## src/rtl/spi_slv_ctrl.sv

```systemverilog
// SPI slave controller: oversamples sclk/ss_n/mosi in the bclk domain, deserializes
// MOSI into words and serializes a buffered transmit word onto MISO.
module spi_slv_ctrl #(
  parameter int DATA_W = 8,
  parameter int CPOL   = 0,
  parameter int CPHA   = 0
) (
  input  logic              bclk,
  input  logic              rstn,
  input  logic              sclk,
  input  logic              ss_n,
  input  logic              mosi,
  output logic              miso,
  output logic              miso_oe,
  input  logic [DATA_W-1:0] tx_data,
  input  logic              tx_valid,
  output logic              tx_ready,
  output logic [DATA_W-1:0] rx_data,
  output logic              rx_valid,
  output logic              tx_underrun,
  output logic              frame_abort
);

  localparam int   CW     = $clog2(DATA_W + 1);
  localparam logic CPOL_B = (CPOL != 0) ? 1'b1 : 1'b0;

  typedef enum logic {IDLE = 1'b0, ACTIVE = 1'b1} state_t;

  logic [1:0]        sclk_sync_r, ss_sync_r, mosi_sync_r;
  logic              sclk_d_r;
  state_t            state_r;
  logic [CW-1:0]     bit_cnt_r;
  logic [DATA_W-1:0] tx_shreg_r, rx_shreg_r, buf_r, rx_data_r;
  logic              buf_full_r, rx_valid_r, tx_underrun_r, frame_abort_r;

  logic              sclk_s, ss_s, mosi_s;
  logic              rise_s, fall_s, lead_s, trail_s, sample_s, shift_s;
  logic              ss_fall_s, word_done_s, load_s, accept_s;
  logic [DATA_W-1:0] rx_next_s;

  assign sclk_s  = sclk_sync_r[1];
  assign ss_s    = ss_sync_r[1];
  assign mosi_s  = mosi_sync_r[1];

  assign rise_s   = sclk_s & ~sclk_d_r;
  assign fall_s   = ~sclk_s & sclk_d_r;
  assign lead_s   = CPOL_B ? fall_s : rise_s;
  assign trail_s  = CPOL_B ? rise_s : fall_s;
  assign sample_s = (CPHA == 0) ? lead_s : trail_s;
  assign shift_s  = (CPHA == 0) ? trail_s : lead_s;

  // A select fall wins over any sclk edge seen in the same cycle, since IDLE ignores edges.
  assign ss_fall_s   = (state_r == IDLE) & ~ss_s;
  assign word_done_s = (state_r == ACTIVE) & ~ss_s & sample_s &
                       (bit_cnt_r == CW'(DATA_W - 1));
  assign load_s      = ss_fall_s | word_done_s;
  assign accept_s    = tx_valid & ~buf_full_r;
  assign rx_next_s   = {rx_shreg_r[DATA_W-2:0], mosi_s};

  // Two-flop synchronizers of equal depth plus the sclk edge register.
  always_ff @(posedge bclk or negedge rstn) begin
    if (!rstn) begin
      sclk_sync_r <= {2{CPOL_B}};
      ss_sync_r   <= 2'b11;
      mosi_sync_r <= 2'b00;
      sclk_d_r    <= CPOL_B;
    end else begin
      sclk_sync_r <= {sclk_sync_r[0], sclk};
      ss_sync_r   <= {ss_sync_r[0], ss_n};
      mosi_sync_r <= {mosi_sync_r[0], mosi};
      sclk_d_r    <= sclk_sync_r[1];
    end
  end

  // One-entry transmit holding buffer; an accept can only happen while it is empty.
  always_ff @(posedge bclk or negedge rstn) begin
    if (!rstn) begin
      buf_r      <= {DATA_W{1'b0}};
      buf_full_r <= 1'b0;
    end else if (accept_s) begin
      buf_r      <= tx_data;
      buf_full_r <= 1'b1;
    end else if (load_s && buf_full_r) begin
      buf_full_r <= 1'b0;
    end
  end

  // Frame FSM with bit counter, shift registers and pulsed status outputs.
  always_ff @(posedge bclk or negedge rstn) begin
    if (!rstn) begin
      state_r       <= IDLE;
      bit_cnt_r     <= {CW{1'b0}};
      tx_shreg_r    <= {DATA_W{1'b0}};
      rx_shreg_r    <= {DATA_W{1'b0}};
      rx_data_r     <= {DATA_W{1'b0}};
      rx_valid_r    <= 1'b0;
      tx_underrun_r <= 1'b0;
      frame_abort_r <= 1'b0;
    end else begin
      rx_valid_r    <= 1'b0;
      tx_underrun_r <= 1'b0;
      frame_abort_r <= 1'b0;
      case (state_r)
        IDLE: begin
          bit_cnt_r <= {CW{1'b0}};
          if (!ss_s) begin
            state_r <= ACTIVE;
          end
        end
        ACTIVE: begin
          if (ss_s) begin
            state_r    <= IDLE;
            bit_cnt_r  <= {CW{1'b0}};
            tx_shreg_r <= {DATA_W{1'b0}};
            rx_shreg_r <= {DATA_W{1'b0}};
            if (bit_cnt_r != {CW{1'b0}}) begin
              frame_abort_r <= 1'b1;
            end
          end else if (sample_s) begin
            rx_shreg_r <= rx_next_s;
            if (word_done_s) begin
              bit_cnt_r  <= {CW{1'b0}};
              rx_data_r  <= rx_next_s;
              rx_valid_r <= 1'b1;
            end else begin
              bit_cnt_r <= bit_cnt_r + CW'(1);
            end
          end else if (shift_s && (bit_cnt_r != {CW{1'b0}})) begin
            // The first shift edge of a word is skipped so the MSB stays on the wire.
            tx_shreg_r <= {tx_shreg_r[DATA_W-2:0], 1'b0};
          end
        end
        default: begin
          state_r <= IDLE;
        end
      endcase
      if (load_s) begin
        if (buf_full_r) begin
          tx_shreg_r <= buf_r;
        end else begin
          tx_shreg_r    <= {DATA_W{1'b0}};
          tx_underrun_r <= 1'b1;
        end
      end
    end
  end

  assign miso        = tx_shreg_r[DATA_W-1];
  assign miso_oe     = ~ss_sync_r[1];
  assign tx_ready    = ~buf_full_r;
  assign rx_data     = rx_data_r;
  assign rx_valid    = rx_valid_r;
  assign tx_underrun = tx_underrun_r;
  assign frame_abort = frame_abort_r;

endmodule
```

## config.mk

```make
export PLATFORM = sky130hd
export DESIGN_NAME = spi_slv_ctrl
export DESIGN_NICKNAME = d
export VERILOG_FILES = /design/src/rtl/spi_slv_ctrl.sv
export SDC_FILE = /design/constraint.sdc
export NUM_CORES = 1
export LEC_CHECK = 0
export CAP_MARGIN = 10
export CORE_MARGIN = 2
export CORE_UTILIZATION = 50
export DETAILED_ROUTE_END_ITERATION = 12
export PLACE_DENSITY_LB_ADDON = 0.05
export SLEW_MARGIN = 5
export SYNTH_ARGS = -nofsm -noshare
export SYNTH_HDL_FRONTEND = slang
export SYNTH_SLANG_ARGS = --single-unit
```

## constraint.sdc

```tcl
create_clock -name bclk -period 3.34 [get_ports bclk]
set_clock_uncertainty 0.15 [all_clocks]
set_input_delay 0.668 -clock bclk [delete_from_list [all_inputs] [get_ports bclk]]
set_output_delay 0.668 -clock bclk [all_outputs]
set_load 0.01 [all_outputs]
```

; ---- Yosys cells after proc, flatten, opt, wreduce, memory -nomap -nowiden
; Index checks and enable logic that the tools add are counted.
[word_totals]
ff_bits = 47
latch_bits = 0
ram_bits = 0
rom_bits = 0
elab_cells = 65
n_memories = 0
[classes]
n_addsub = 1
n_mul = 0
div = 0
magnitude_cmp = 0
n_eq_ne = 3
n_shift = 0
mux = 24
bitwise_logic = 13
reduce_logical = 10
[op_table]
columns = op, count
row1 = $mux W8, 6
row2 = $mux W7, 2
row3 = $mux W1, 12
row4 = $mux W4, 3
row5 = $pmux W4 S2, 1
row6 = $and A1 B1 Y1, 7
row7 = $ne A3 B2 Y1 const B, 2
row8 = $reduce_bool A2 Y1, 3
row9 = $not A1 Y1, 5
row10 = $add A4 B1 Y4 const B, 1
row11 = $eq A4 B3 Y1 const B, 1
row12 = $reduce_and A4 Y1, 1
row13 = $reduce_bool A4 Y1, 1
row14 = $reduce_and A3 Y1, 1
row15 = $reduce_bool A3 Y1, 1
row16 = $logic_and A1 B1 Y1, 2
row17 = $reduce_and A2 Y1, 1
row18 = $or A1 B1 Y1, 1

; ---- Logic depth before layout (Yosys ltp)
; Gate-level depths: netlist of the first run.
[depth]
word_depth = 8
ltp_mapped = 6
depth_no_buf = 6

; ---- Worst setup path before layout of the first run
; OpenSTA, ideal clock, no wires.
[synth_timing]
path_type = reg2reg
from = register bit_cnt_r[0]
to = register tx_shreg_r[1]
setup_ns = 0.125
t_arrival_ns = 1.595
slack_ns = 1.470
path_stages_with_launch = 7
cell_sequence = dfrtp_1 inv_1 ha_1 or3b_4 a31oi_4 a31oi_4 mux2_2
[synth_between]
elab_chain_cells = 5
[synth_rtl]
columns = element, line
row1 = start: declaration, 32  ; logic [CW-1:0] bit_cnt_r;
row2 = start signal: assignment, 92  ; bit_cnt_r <= {CW{1'b0}};
row3 = start signal: assignment, 105  ; bit_cnt_r <= {CW{1'b0}};
row4 = start signal: assignment, 113  ; bit_cnt_r <= {CW{1'b0}};
row5 = $eq A4 B3 Y1, 55  ; (bit_cnt_r == CW'(DATA_W - 1));
row6 = $and A1 B1 Y1, 54  ; assign word_done_s = (state_r == ACTIVE) & ~ss_s & sample_s &
row7 = $or A1 B1 Y1, 56  ; assign load_s = ss_fall_s | word_done_s;
row8 = $ne A3 B2 Y1 (no source line) (tied with other cells), --
row9 = $reduce_and A3 Y1 (no source line), --
row10 = end signal: assignment, 93  ; tx_shreg_r <= {DATA_W{1'b0}};
row11 = end signal: assignment, 114  ; tx_shreg_r <= {DATA_W{1'b0}};
row12 = end signal: assignment, 130  ; tx_shreg_r <= {tx_shreg_r[DATA_W-2:0], 1'b0};
row13 = end: declaration, 33  ; logic [DATA_W-1:0] tx_shreg_r, rx_shreg_r, buf_r, rx_data_r;
; Parallel ways exist; a longest one is shown, timed or not.
; A chain may end at the register's enable or synchronous reset.

; ---- Worst setup path in the final report of the first run
[layout_timing]
from = register ss_sync_r[1]
to = output port miso_oe
[layout_between]
elab_chain_cells = 1
[layout_rtl]
columns = element, line
row1 = start: declaration, 29  ; logic [1:0] sclk_sync_r, ss_sync_r, mosi_sync_r;
row2 = start signal: assignment, 69  ; ss_sync_r <= {ss_sync_r[0], ss_n};
row3 = $not A1 Y1, 149  ; assign miso_oe = ~ss_sync_r[1];
row4 = end: declaration, 14  ; output logic miso_oe,
; No other way between the ends.

==> summary.md, run 1 <==
| Metric | Value |
|---|---|
| Core area | 3689 um^2 |
| Synth area leaders | dfrtp_1 58%, mux2_2 13%, a22o_1 3.2%, dfstp_2 2.7%, a22oi_1 2.3% |
| Critical path endpoint category | primary output |
| Hold EP | mosi_sync_r[1]$_DFF_PN0_ |
| Synth top area share | 58.18% |
| RSZ-0062 raised after global routing | no |
| Drt first-iter violations | 82 |
| Drt pass-1 iters | 4 |
| GP Congestion | 0.7239 |
| Min-delay src | mosi_sync_r[0]$_DFF_PN0_ |
| Initial Util | 52.48% |
| Reg clk slew, reported paths | 0.08 ns |
| Max_slew headroom | 33.09% |
| Yosys top cell by area | dfrtp_1 |
| Post-DP HPWL | 2194 um |
| Leak | 1.009 nW |
| Reg-to-reg setup timing slack | 1.21 ns |
| # IOs | 28 |
| Worst setup startpoint | ss_sync_r[1]$_DFF_PN1_ |
| Cell family with most CP delay | flip-flops |
| WHS | 0.2025 ns |
| Critical-path cell list | inv_1 -> clkdlybuf4s50_1 |
| Resized Gates After CTS | 0 |
| Post-synth top cells | 45 x dfrtp_1, 23 x mux2_2, 11 x inv_1, 7 x a22o_1, 7 x o22ai_1 |
| Global route overflow | 0 |
| R2r endpoint | tx_shreg_r[2]$_DFFE_PN0P_ |
| Mean post-synth cell area | 13.26 um^2 |
| Vias/cell | 5.466 |
| Worst Max-Slew Pin Slew | 1.004 ns |
| Clock sink count | 47 |
| Setup_tns | 0 ns |
| WL final | 3173 um |
| Sequential share of the synthesized area | 60.89% |
| CP peak stage delay | 0.69 ns |
| Max_cap viols | 0 |
| Max FO, Critical Path | 14 |
| Setup bufs post-CTS | 0 |
| Crit Path Category | register to primary output |
| Critical Path Slowest Stage Cell | dfstp_2 |
| Number of global-route vias before repair | 1,182 |
| Hold WC Path Type | register to register |
| Dpl cell area | 2236 um^2 |
| Reg-to-reg startpoint | state_r$_DFF_PN0_ |
| Hold Path Depth | 0 |
| DIE AREA | 4385 um^2 |
| H-tree depth | 2 |
| Detailed-route via count | 1,219 |
| Count of cell types in the netlist | 32 |
| Hold Buf Count CTS | 0 |
| Critical Path RT | 2.52 ns |
| Synth warn | 0 |
| F_max | 0.4133 GHz |
| DP Worst Slack | 0.8979 ns |
| Root buf cell | clkbuf_8 |
| Yosys reg bits | 47 |
| Power Dens Cells | 498.7 nW/um^2 |
| Initial antenna violation count | 0 |
| Endpoints failing hold | 0 |
| Final core occ | 62.92% |
| Number of synthesized flops with an enable pin | 0 |
| Clk_lat worst skew | 0.30 ns |
| Non-filler cells, final | 223 |
| Layout area overhead | 19.91% |
| # rows | 22 |
| Tot Pwr | 1.158 mW |
| Die H | 66.22 um |
| CTS tree | done |
| Critical path buffers and inverters | 2 |
| CTS Buf Count | 5 |
| Most frequent cell after synthesis | dfrtp_1 |
| CP arrival | 1.60 ns |
| Outcome | complete, no violations |
| ANT cells | 0 |
| Final setup margin | 0.9202 ns |
| Wire per inst | 14.23 um |
| Crit path time final | 2.420 ns |
| Synth async-reset ratio | 100.0% |
| DIE WIDTH | 66.22 um |
| Syn Nets | 162 |
| Peak supply drop | 0.2905 mV |
| Dpl cells | 215 |
| Design Area, Final | 2321 um^2 |
| R2R depth | 4 |
| DRC Markers | 0 |
| Antenna Nets Post-Route | 0 |
| Slew Limit Fails | 0 |
| CP startpoint kind | register |
| Setup-failing EPs final | 0 |
| Cells after Synth | 146 |
| CTS max path bufs | 2 |
| First-pass GRT wire length | 5437 um |
| Share of cells above drive strength 1 | 22.29% |
| Pin count of the biggest net entering global routing | 48 |
| All-Layer GR Usage | 17.03% |
| # port buffers | 27 |
| Synth Cell Area | 1936 um^2 |
| Fin nets | 190 |
| Primary FF master, synth | dfrtp_1 |
| Final Cycle Share | 72.45% |
registers in the layout, summed over array words and instances, names as in the netlist:
register,count
bit_cnt_r,4
buf_full_r,1
buf_r,8
frame_abort,1
mosi_sync_r,2
rx_data,8
rx_shreg_r,7
rx_valid,1
sclk_d_r,1
sclk_sync_r,2
ss_sync_r,2
state_r,1
tx_shreg_r,8
tx_underrun,1
final cells by class:
class	count	area (um^2)
inverters	12	45.04
repair buffers	27	265.3
fillers	311	1368
multi-input cells	81	686.9
well taps	48	60.06
clock buffers	6	72.57
flip-flops and latches	47	1179
clock inverters	2	12.51
power breakdown:
group | leakage (nW) | switching [mW] | internal, mW
clock | 0.0412 | 0.179 | 0.146
sequential | 0.610 | 0.0437 | 0.635
combinational | 0.358 | 0.0618 | 0.0919
total | 1.01 | 0.285 | 0.873
worst reg2reg max path, delay by kind of cell, from the launching register on:
kind	cells	cell delay [ns]
AOI/OAI and AO/OA	2	0.81
DFF	1	0.66
and+or+nand+nor	1	0.30
muxes	1	0.14
placed cells by master (no fill, tap or decap), types with 3 or more instances in the layout:
cell type,instances
a22o_1,7
a21oi_1,3
dfrtp_1,45
mux2_2,23
nor2_1,3
clkbuf_8,5
o22ai_1,7
nand2_1,6
a22oi_1,6
inv_1,11
clkdlybuf4s50_1,26
metal layers:
| layer | vias to the layer above | share of wire, % | global-route usage (%) |
|---|---|---|---|
| met5 | - | 0 | 0 |
| met3 | 6 | 5.1 | 5.111 |
| met1 | 610 | 46 | 23.14 |
| li1 | 574 | - | - |
| met2 | 29 | 47 | 24.75 |
| met4 | 0 | 1.8 | 8.418 |
worst max-delay path by stage:
stage / cells past startpoint / endpoint / slack (ns)
after floorplan: 6 / tx_shreg_r[1]$_DFFE_PN0P_ / 1.47
after global placement: 3 / buf_r[7]$_DFFE_PN0P_ / 0.95
after detailed placement: 3 / buf_r[7]$_DFFE_PN0P_ / 0.90
after CTS: 2 / miso_oe / 0.91
after global routing: 2 / miso_oe / 0.86
final: 2 / miso_oe / 0.92
cell families after synthesis:
kind of cell | Yosys count | synth area share, %
compound gates | 32 | 13.19
xor+xnor | 1 | 0.4526
fa+ha+maj | 2 | 1.293
buf+inv | 18 | 3.620
flops | 47 | 60.89
mux | 23 | 13.38
simple gates | 23 | 7.176
(Power assumes the default switching activity.)
==> inputs of run 2 (changes only) <==
==> constraint.sdc (replaced) <==
create_clock -name bclk -period 2.3 [get_ports bclk]
set_clock_uncertainty 0.15 [all_clocks]
set_input_delay 0.46 -clock bclk [delete_from_list [all_inputs] [get_ports bclk]]
set_output_delay 0.46 -clock bclk [all_outputs]
set_load 0.01 [all_outputs]
==> run 2 against run 1 <==
  * Highest routed layer unchanged
  * Combinational power increased by 56%
  * Register-to-register slack got worse by 0.93 ns
  * Sequential power increased by 46%
==> summary.md, run 2 (same netlist as run 1, synthesis figures left out) <==
| Metric | Value |
|---|---|
| # fillers | 312 (+0.32%) |
| Tot Pwr | 1.839 mW (+59%) |
| Vias/cell | 5.387 (-1.5%) |
| Slew Limit Fails | 0 (unchanged) |
| Setup-failing EPs final | 0 (unchanged) |
| Post-DP HPWL | 2454 um (+12%) |
| Core area | 3689 um^2 (unchanged) |
| CTS max path bufs | 2 (unchanged) |
| Design Area, Final | 2421 um^2 (+4.3%) |
| Outcome | complete, no violations |
| Setup bufs post-CTS | 0 (unchanged) |
| H-tree depth | 2 (unchanged) |
| Drt first-iter violations | 54 (-34%) |
| Max FO, Critical Path | 11 (-3) |
| # rows | 22 (unchanged) |
| All-Layer GR Usage | 18.44% (+1.4 points) |
| Wire per inst | 14.38 um (+1.1%) |
| DP Worst Slack | 0.2738 ns (-0.6241 ns) |
| Critical-path cell list | inv_1 -> clkdlybuf4s50_1 |
| Fin nets | 197 (+3.7%) |
| # port buffers | 27 (unchanged) |
| Layout area overhead | 25.08% |
| Final setup margin | 0.1675 ns (-0.7527 ns) |
| Commonest non-fill, non-tap cell in the layout | dfrtp_1 |
| Setup_tns | 0 ns (unchanged) |
| Initial Util | 52.48% (unchanged) |
| RSZ-0062 raised after global routing | no |
| Min-delay src | sclk_sync_r[0]$_DFF_PN0_ |
| Crit path time final | 2.133 ns |
| Root buf cell | clkbuf_8 |
| Critical path buffers and inverters | 2 (unchanged) |
| Initial antenna violation count | 0 (unchanged) |
| Detailed-route via count | 1,239 (+1.6%) |
| CTS tree | done |
| WHS | 0.2096 ns (+0.007034 ns) |
| Max_cap viols | 0 (unchanged) |
| Clock sink count | 47 (unchanged) |
| Max_slew headroom | 37.65% (+4.6 points) |
| Final core occ | 65.64% (+2.7 points) |
| Critical Path RT | 1.69 ns (-0.83 ns) |
| Global route overflow | 0 (unchanged) |
| Peak supply drop | 0.5314 mV (+83%) |
| ANT cells | 0 (unchanged) |
| Critical path endpoint category | primary output |
| WL final | 3308 um (+4.3%) |
| Power Dens Cells | 759.8 nW/um^2 (+52%) |
| Clk_lat worst skew | 0.30 ns (about the same) |
| CP startpoint kind | register |
| Non-filler cells, final | 230 (+3.1%) |
| # IOs | 28 (unchanged) |
| Worst Max-Slew Pin Slew | 0.9323 ns (-0.07138 ns) |
| Dpl cell area | 2293 um^2 (+2.6%) |
| Drt pass-1 iters | 4 (unchanged) |
| DRC Markers | 0 (unchanged) |
| Number of global-route vias before repair | 1,218 (+3.0%) |
| Hold WC Path Type | register to register |
| First-pass GRT wire length | 5809 um (+6.8%) |
| Reg-to-reg startpoint | ss_sync_r[1]$_DFF_PN1_ |
| Reg clk slew, reported paths | 0.08 ns (about the same) |
| CTS Buf Count | 5 (unchanged) |
| Reg-to-reg setup timing slack | 0.28 ns (-0.93 ns) |
| Worst setup startpoint | ss_sync_r[1]$_DFF_PN1_ |
| R2R depth | 4 (unchanged) |
| Antenna Nets Post-Route | 0 (unchanged) |
| R2r endpoint | tx_shreg_r[5]$_DFFE_PN0P_ |
| Endpoints failing hold | 0 (unchanged) |
| F_max | 0.4689 GHz |
| Die H | 66.22 um (unchanged) |
| Leak | 1.067 nW (+5.7%) |
| GP Congestion | 0.8450 (+17%) |
| CP peak stage delay | 0.64 ns (-0.05 ns) |
| Cell family with most CP delay | flip-flops |
| DIE AREA | 4385 um^2 (unchanged) |
| DIE WIDTH | 66.22 um (unchanged) |
| Dpl cells | 221 (+2.8%) |
| Hold EP | sclk_sync_r[1]$_DFF_PN0_ |
| CP arrival | 1.52 ns (-0.08 ns) |
| Most frequent cells in the layout | 45 x dfrtp_1, 26 x clkdlybuf4s50_1, 23 x mux2_2, 11 x inv_1 |
| Crit Path Category | register to primary output |
| Share of cells above drive strength 1 | 25.27% (+3.0 points) |
| Final Cycle Share | 92.72% |
| Pin count of the biggest net entering global routing | 25 (-48%) |
| Hold Path Depth | 0 (unchanged) |
| Critical Path Slowest Stage Cell | dfstp_2 |
[run 2: cell count changes in the layout (fill, tap and decap cells not counted)]
cell	previous run	this run
dlygate4sd3_1	0	1
clkbuf_1	1	0
buf_12	0	1
clkbuf_8	5	6
buf_4	0	5
clkinvlp_4	1	0
bufinv_16	0	1
[run 2: cell type report]
| class | instances | area, um^2 | area share [%] |
|---|---|---|---|
| Timing Repair Buffer | 34 | 332.8 | 13.75 |
| Multi-Input combinational cell | 81 | 686.9 | 28.37 |
| Sequential cell | 47 | 1179 | 48.68 |
| Clock buffer | 6 | 82.58 | 3.411 |
| Tap cell | 48 | 60.06 | 2.481 |
| Inverter | 12 | 45.04 | 1.860 |
| Clock inverter | 2 | 35.03 | 1.447 |
[run 2: how the worst max path moves through the flow]
stage                           endpoint  slack, ns  cells after the start
2_1_floorplan  tx_shreg_r[1]$_DFFE_PN0P_       0.43                      6
3_3_place_gp   tx_shreg_r[7]$_DFFE_PN0P_       0.39                      6
3_5_place_dp   tx_shreg_r[5]$_DFFE_PN0P_       0.27                      4
4_1_cts                          miso_oe       0.15                      2
5_1_grt                          miso_oe       0.11                      2
6_report                         miso_oe       0.17                      2
[run 2: per-layer routing]
metal | global-route usage, % | vias up | wire length [um]
li1 | - | 591 | -
met5 | 0 | - | 0
met2 | 27.38 | 30 | 1516
met3 | 6.814 | 5 | 155
met1 | 24.58 | 613 | 1580
met4 | 7.143 | 0 | 55
[run 2: where the power goes]
group / internal [mW] / switching (mW)
clock network: 0.351 / 0.255
logic: 0.145 / 0.0952
registers: 0.922 / 0.0704
total: 1.42 / 0.421
[run 2: what timing repair did]
action / 4_1_cts / 5_1_grt
gates resized for setup: 0 / 0
hold buffers: 1 / 0
endpoints found under the hold margin: 10 / 0
